## src/rtl/serial_add32_ctrl.sv

```systemverilog
// serial_add32_ctrl: 32-bit add/subtract computed one byte per clock
// through a single shared 8-bit ripple-carry slice.

module serial_add32_slice (
    input  logic       cin,
    input  logic [7:0] a8,
    input  logic [7:0] b8,
    output logic [7:0] s8,
    output logic       cout,
    output logic       overflow
);
    logic [8:0] w_c;

    // NOTE: every bit of s8 and w_c is assigned on every pass, so no latch is inferred.
    always_comb begin
        w_c[0] = cin;
        s8     = 8'h00;
        for (int i = 0; i < 8; i++) begin
            s8[i]    = a8[i] ^ b8[i] ^ w_c[i];
            w_c[i+1] = (a8[i] & b8[i]) | (w_c[i] & (a8[i] ^ b8[i]));
        end
    end

    assign cout     = w_c[8];
    assign overflow = w_c[8] ^ w_c[7];
endmodule

module serial_add32_ctrl (
    input  logic        clk,
    input  logic        rst,
    input  logic        start,
    input  logic        sub,
    input  logic [31:0] a,
    input  logic [31:0] b,
    output logic        busy,
    output logic        done,
    output logic [31:0] s,
    output logic        cout,
    output logic        overflow,
    output logic        zero
);
    localparam logic [1:0] ST_IDLE = 2'd0;
    localparam logic [1:0] ST_RUN  = 2'd1;
    localparam logic [1:0] ST_DONE = 2'd2;

    logic [1:0]  r_state;
    logic [1:0]  r_idx;
    logic        r_carry;
    logic        r_sub;
    logic [31:0] r_a;
    logic [31:0] r_b;
    logic [31:0] r_s;
    logic        r_cout;
    logic        r_ovf;
    logic        r_zero;

    logic [7:0]  w_a8;
    logic [7:0]  w_b8;
    logic [7:0]  w_s8;
    logic        w_cout;
    logic        w_ovf;
    logic [31:0] w_s_full;

    // Subtraction is a + ~b + 1: the byte of b is inverted and the carry seeded with sub.
    always_comb begin
        w_a8     = r_a[8*r_idx +: 8];
        w_b8     = r_b[8*r_idx +: 8] ^ {8{r_sub}};
        w_s_full = {w_s8, r_s[23:0]};
    end

    serial_add32_slice u_slice (
        .cin      (r_carry),
        .a8       (w_a8),
        .b8       (w_b8),
        .s8       (w_s8),
        .cout     (w_cout),
        .overflow (w_ovf)
    );

    // NOTE: sequential state uses non-blocking assignments so every register samples pre-edge values.
    always_ff @(posedge clk) begin
        if (rst) begin
            r_state <= ST_IDLE;
            r_idx   <= 2'd0;
            r_carry <= 1'b0;
            r_sub   <= 1'b0;
            r_a     <= 32'h0;
            r_b     <= 32'h0;
            r_s     <= 32'h0;
            r_cout  <= 1'b0;
            r_ovf   <= 1'b0;
            r_zero  <= 1'b0;
        end else begin
            case (r_state)
                ST_IDLE: begin
                    if (start) begin
                        r_a     <= a;
                        r_b     <= b;
                        r_sub   <= sub;
                        r_idx   <= 2'd0;
                        r_carry <= sub;
                        r_state <= ST_RUN;
                    end
                end
                ST_RUN: begin
                    r_s[8*r_idx +: 8] <= w_s8;
                    r_carry           <= w_cout;
                    r_idx             <= r_idx + 2'd1;
                    if (r_idx == 2'd3) begin
                        r_cout  <= w_cout;
                        r_ovf   <= w_ovf;
                        r_zero  <= (w_s_full == 32'h0);
                        r_state <= ST_DONE;
                    end
                end
                ST_DONE: r_state <= ST_IDLE;
                default: r_state <= ST_IDLE;
            endcase
        end
    end

    assign busy     = (r_state == ST_RUN);
    assign done     = (r_state == ST_DONE);
    assign s        = r_s;
    assign cout     = r_cout;
    assign overflow = r_ovf;
    assign zero     = r_zero;
endmodule
```

## config.mk

```make
export PLATFORM = sky130hd
export DESIGN_NAME = serial_add32_ctrl
export DESIGN_NICKNAME = d
export VERILOG_FILES = /design/src/rtl/serial_add32_ctrl.sv
export SDC_FILE = /design/constraint.sdc
export NUM_CORES = 1
export LEC_CHECK = 0
export CORE_ASPECT_RATIO = 1.25
export CORE_UTILIZATION = 45
export DETAILED_ROUTE_END_ITERATION = 7
export PLACE_DENSITY = 0.75
export SLEW_MARGIN = 10
export SYNTH_ARGS = -nofsm -noshare
export SYNTH_HDL_FRONTEND = slang
export SYNTH_SLANG_ARGS = --single-unit
```

## constraint.sdc

```tcl
create_clock -name clk -period 5.2 [get_ports clk]
set_input_delay 1.04 -clock clk [delete_from_list [all_inputs] [get_ports clk]]
set_output_delay 1.04 -clock clk [all_outputs]
set_load 0.02 [all_outputs]
```

==> impl_metrics.toml <==
[timing]
fin_hold_ws_ps = 454
drv_slew = 0
setup_viol_count_final = 0
setup-tns-final_ps = 0
max_freq_mhz = 202
period_share_pct = 95.2
slew_headroom_pct = 22.6
worst_pin_slew_ps = 1160
min_period_ps = 4950
rsz0062_at_grt = "no"
final_hold_viol_count = 0
fin_skew_ps = 7.06

[synth]
synthesis.nets = 611
synth_warnings = 0
yosysMostFrequentCell = "nand2_1"
ys_types = 31
synth_enable_flop_cells = 0
ys_ff_latch = 105
synth_common_cells = "165 x nand2_1, 105 x dfxtp_1, 101 x a21oi_1"
syn-cell-area_um2 = 4680
ys_top_cells_by_area = "dfxtp_1 45%, nand2_1 13%, a21oi_1 11%, mux4_1 9.0%, fa_1 3.4%"
synth_ff_type = "dfxtp_1"
syn_inst = 529
yosys.area.top_type = "dfxtp_1"
post_synth.cell_area_avg_um2 = 8.84
synth-async-reset-ratio_pct = 0
ys_seq_area_share_pct = 44.9
synth_top_area_share_pct = 44.9

[global_route]
antenna_found_initial = 0
grt.overflow.total = 0
use_met3_pct = 3.74
met2_usage_pct = 38.3
grt_first_pass_wirelength_um = 17900
grt_use_total_pct = 21.5
grt_max_degree = 70
grt_busiest_layer = "met2"
grt_util_met1_pct = 25.8
grt_pass1_vias = 3790

[power]
total_leakage_power_nw = 2.21
p_per_area_nw_per_um2 = 296
finalPower_w = 0.00178
peakVddDrop_uv = 230

[routing]
wl_per_cell_um = 14.8
firstDrtPassIters = 5
postRouteAntennaNets = 0
drt-initial-drc-count = 230
wl_um = 11100
viasPerCell = 5.36
vias = 4006
drc = 0

[clocking]
cts.root.buffer_cell = "clkbuf_16"
cts_buffer_depth = 2
cts_made_buffers = 9
ctsHoldBuffers = 0
post_cts_buffers = 0
cts_num_sinks = 105
clkTransAtPathRegs_ps = 70
insertion_delay_ps = 340
cts_resized = 0
ctsHtreeMaxLevel = 3
cts_tree = "built"

[final_layout]
area_growth_syn_to_layout_pct = 28.8
antenna_cells_inserted = 0
layout-drive-gt1-share_pct = 4.85
nNetsFinal = 695
final_cell_area_um2 = 6020

[die]
row_count = 41
dieHeight_um = 116
initial_core_util_pct = 46.3
die_area_um2 = 10800
pin_count = 105
core_region_area_um2 = 10100
die_width_um = 93.2

[critical_path]
worst-path-buf-inv = 4
slowest_stage = "mux4_1"
rrSetupSlack_ps = 250
worstSetupEndpointType = "flip-flop"
path_cells = "buf_4 > mux4_1 > fa_1 > fa_1 > fa_1 > fa_1 > inv_1 > fa_1 > fa_1 > inv_1 > fa_1 > inv_1 > fa_1 > and4b_1 > nand4_1 > o41ai_1"
cpMostUsedCell = "fa_1"
arrival_ps = 5130
worst_ep_required_time_ps = 5380
crit_family = "adder cells"
crit_path_start_kind = "flip-flop"
critPathMaxStageDelay_ps = 610
crit_type = "reg2reg"
cp_max_fo = 9

[status]
status = "completed"

[place]
io_buffers = 104
dp_hpwl_um = 8230
place.gp.congestion = 0.800
placed_cell_area_um2 = 5750

[hold_path]
hold_path.class = "reg2reg"

[job]
cap_violations = 0
[layout by cell type (no fill, tap or decap), types with 4 or more instances in the layout]
master,instances
nand2_1,165
fa_1,8
mux4_1,16
nand3b_1,18
and3b_1,5
buf_4,8
ha_1,6
inv_1,9
clkbuf_16,9
dfxtp_1,105
a21oi_1,101
xor2_1,5
nor4_1,7
nand3_1,24
xnor2_1,4
clkdlybuf4s50_1,103
[worst reg2reg max path: stages, from the launching register on]
cell     delay [ps]
dfxtp_1         370
buf_4           200
mux4_1          610
fa_1            440
fa_1            400
fa_1            460
fa_1            440
inv_1            90
fa_1            200
fa_1            180
inv_1            50
fa_1            390
inv_1            90
fa_1            480
and4b_1         220
nand4_1          90
o41ai_1          80
[flip-flops by register name, indices dropped and copies added, names as in the netlist]
signal	cells
r_a	32
overflow	1
r_idx	2
r_carry	1
cout	1
zero	1
r_b	32
s	32
r_sub	1
r_state	2
[worst paths after layout]
kind | startpoint | to | depth (start not counted)
worst min register to register | r_b[10] | r_b[10] | 2
worst min-delay path | r_b[10] | r_b[10] | 2
worst max register to register | r_idx[0] | zero | 16
worst max-delay path | r_idx[0] | zero | 16
[metrics by stage]
stage	setup WS (ps)	cells	utilization (%)
6_report	250	747	59.6
5_1_grt	14.0	747	59.6
4_1_cts	221	747	59.6
3_5_place_dp	209	731	56.9
3_3_place_gp	354	731	56.9
2_1_floorplan	358	529	-
[report_power, final]
group | switching, W | internal, W | total (W)
Combinational | 0.000155 | 0.000140 | 0.000295
Clock | 0.000296 | 0.000328 | 0.000624
Sequential | 0.0000226 | 0.000841 | 0.000864
Total | 0.000473 | 0.00131 | 0.00178
[layout make-up]
| cell class | count | area (µm²) |
|---|---|---|
| fill | 915 | 4080 |
| multi-input combinational | 376 | 2350 |
| sequential | 105 | 2100 |
| timing repair buffer | 112 | 1100 |
| clock buffer | 9 | 225 |
| tap | 129 | 161 |
| clock inverter | 7 | 51.3 |
| inverter | 9 | 33.8 |
[per-layer routing]
metal	vias up	part of all wire (%)
li1	1975	-
met4	0	2.0
met2	169	51
met5	-	0
met1	1845	41
met3	17	5.6
[kinds of logic after synthesis]
kind of cell / after synthesis / synth area share (%)
simple gates: 232 / 23.0
flops: 105 / 44.9
mux: 16 / 8.99
buf+inv: 48 / 4.89
compound gates: 105 / 11.5
fa+ha+maj: 14 / 5.03
xor+xnor: 9 / 1.68
Note: power is estimated with default switching activity, not from simulation.
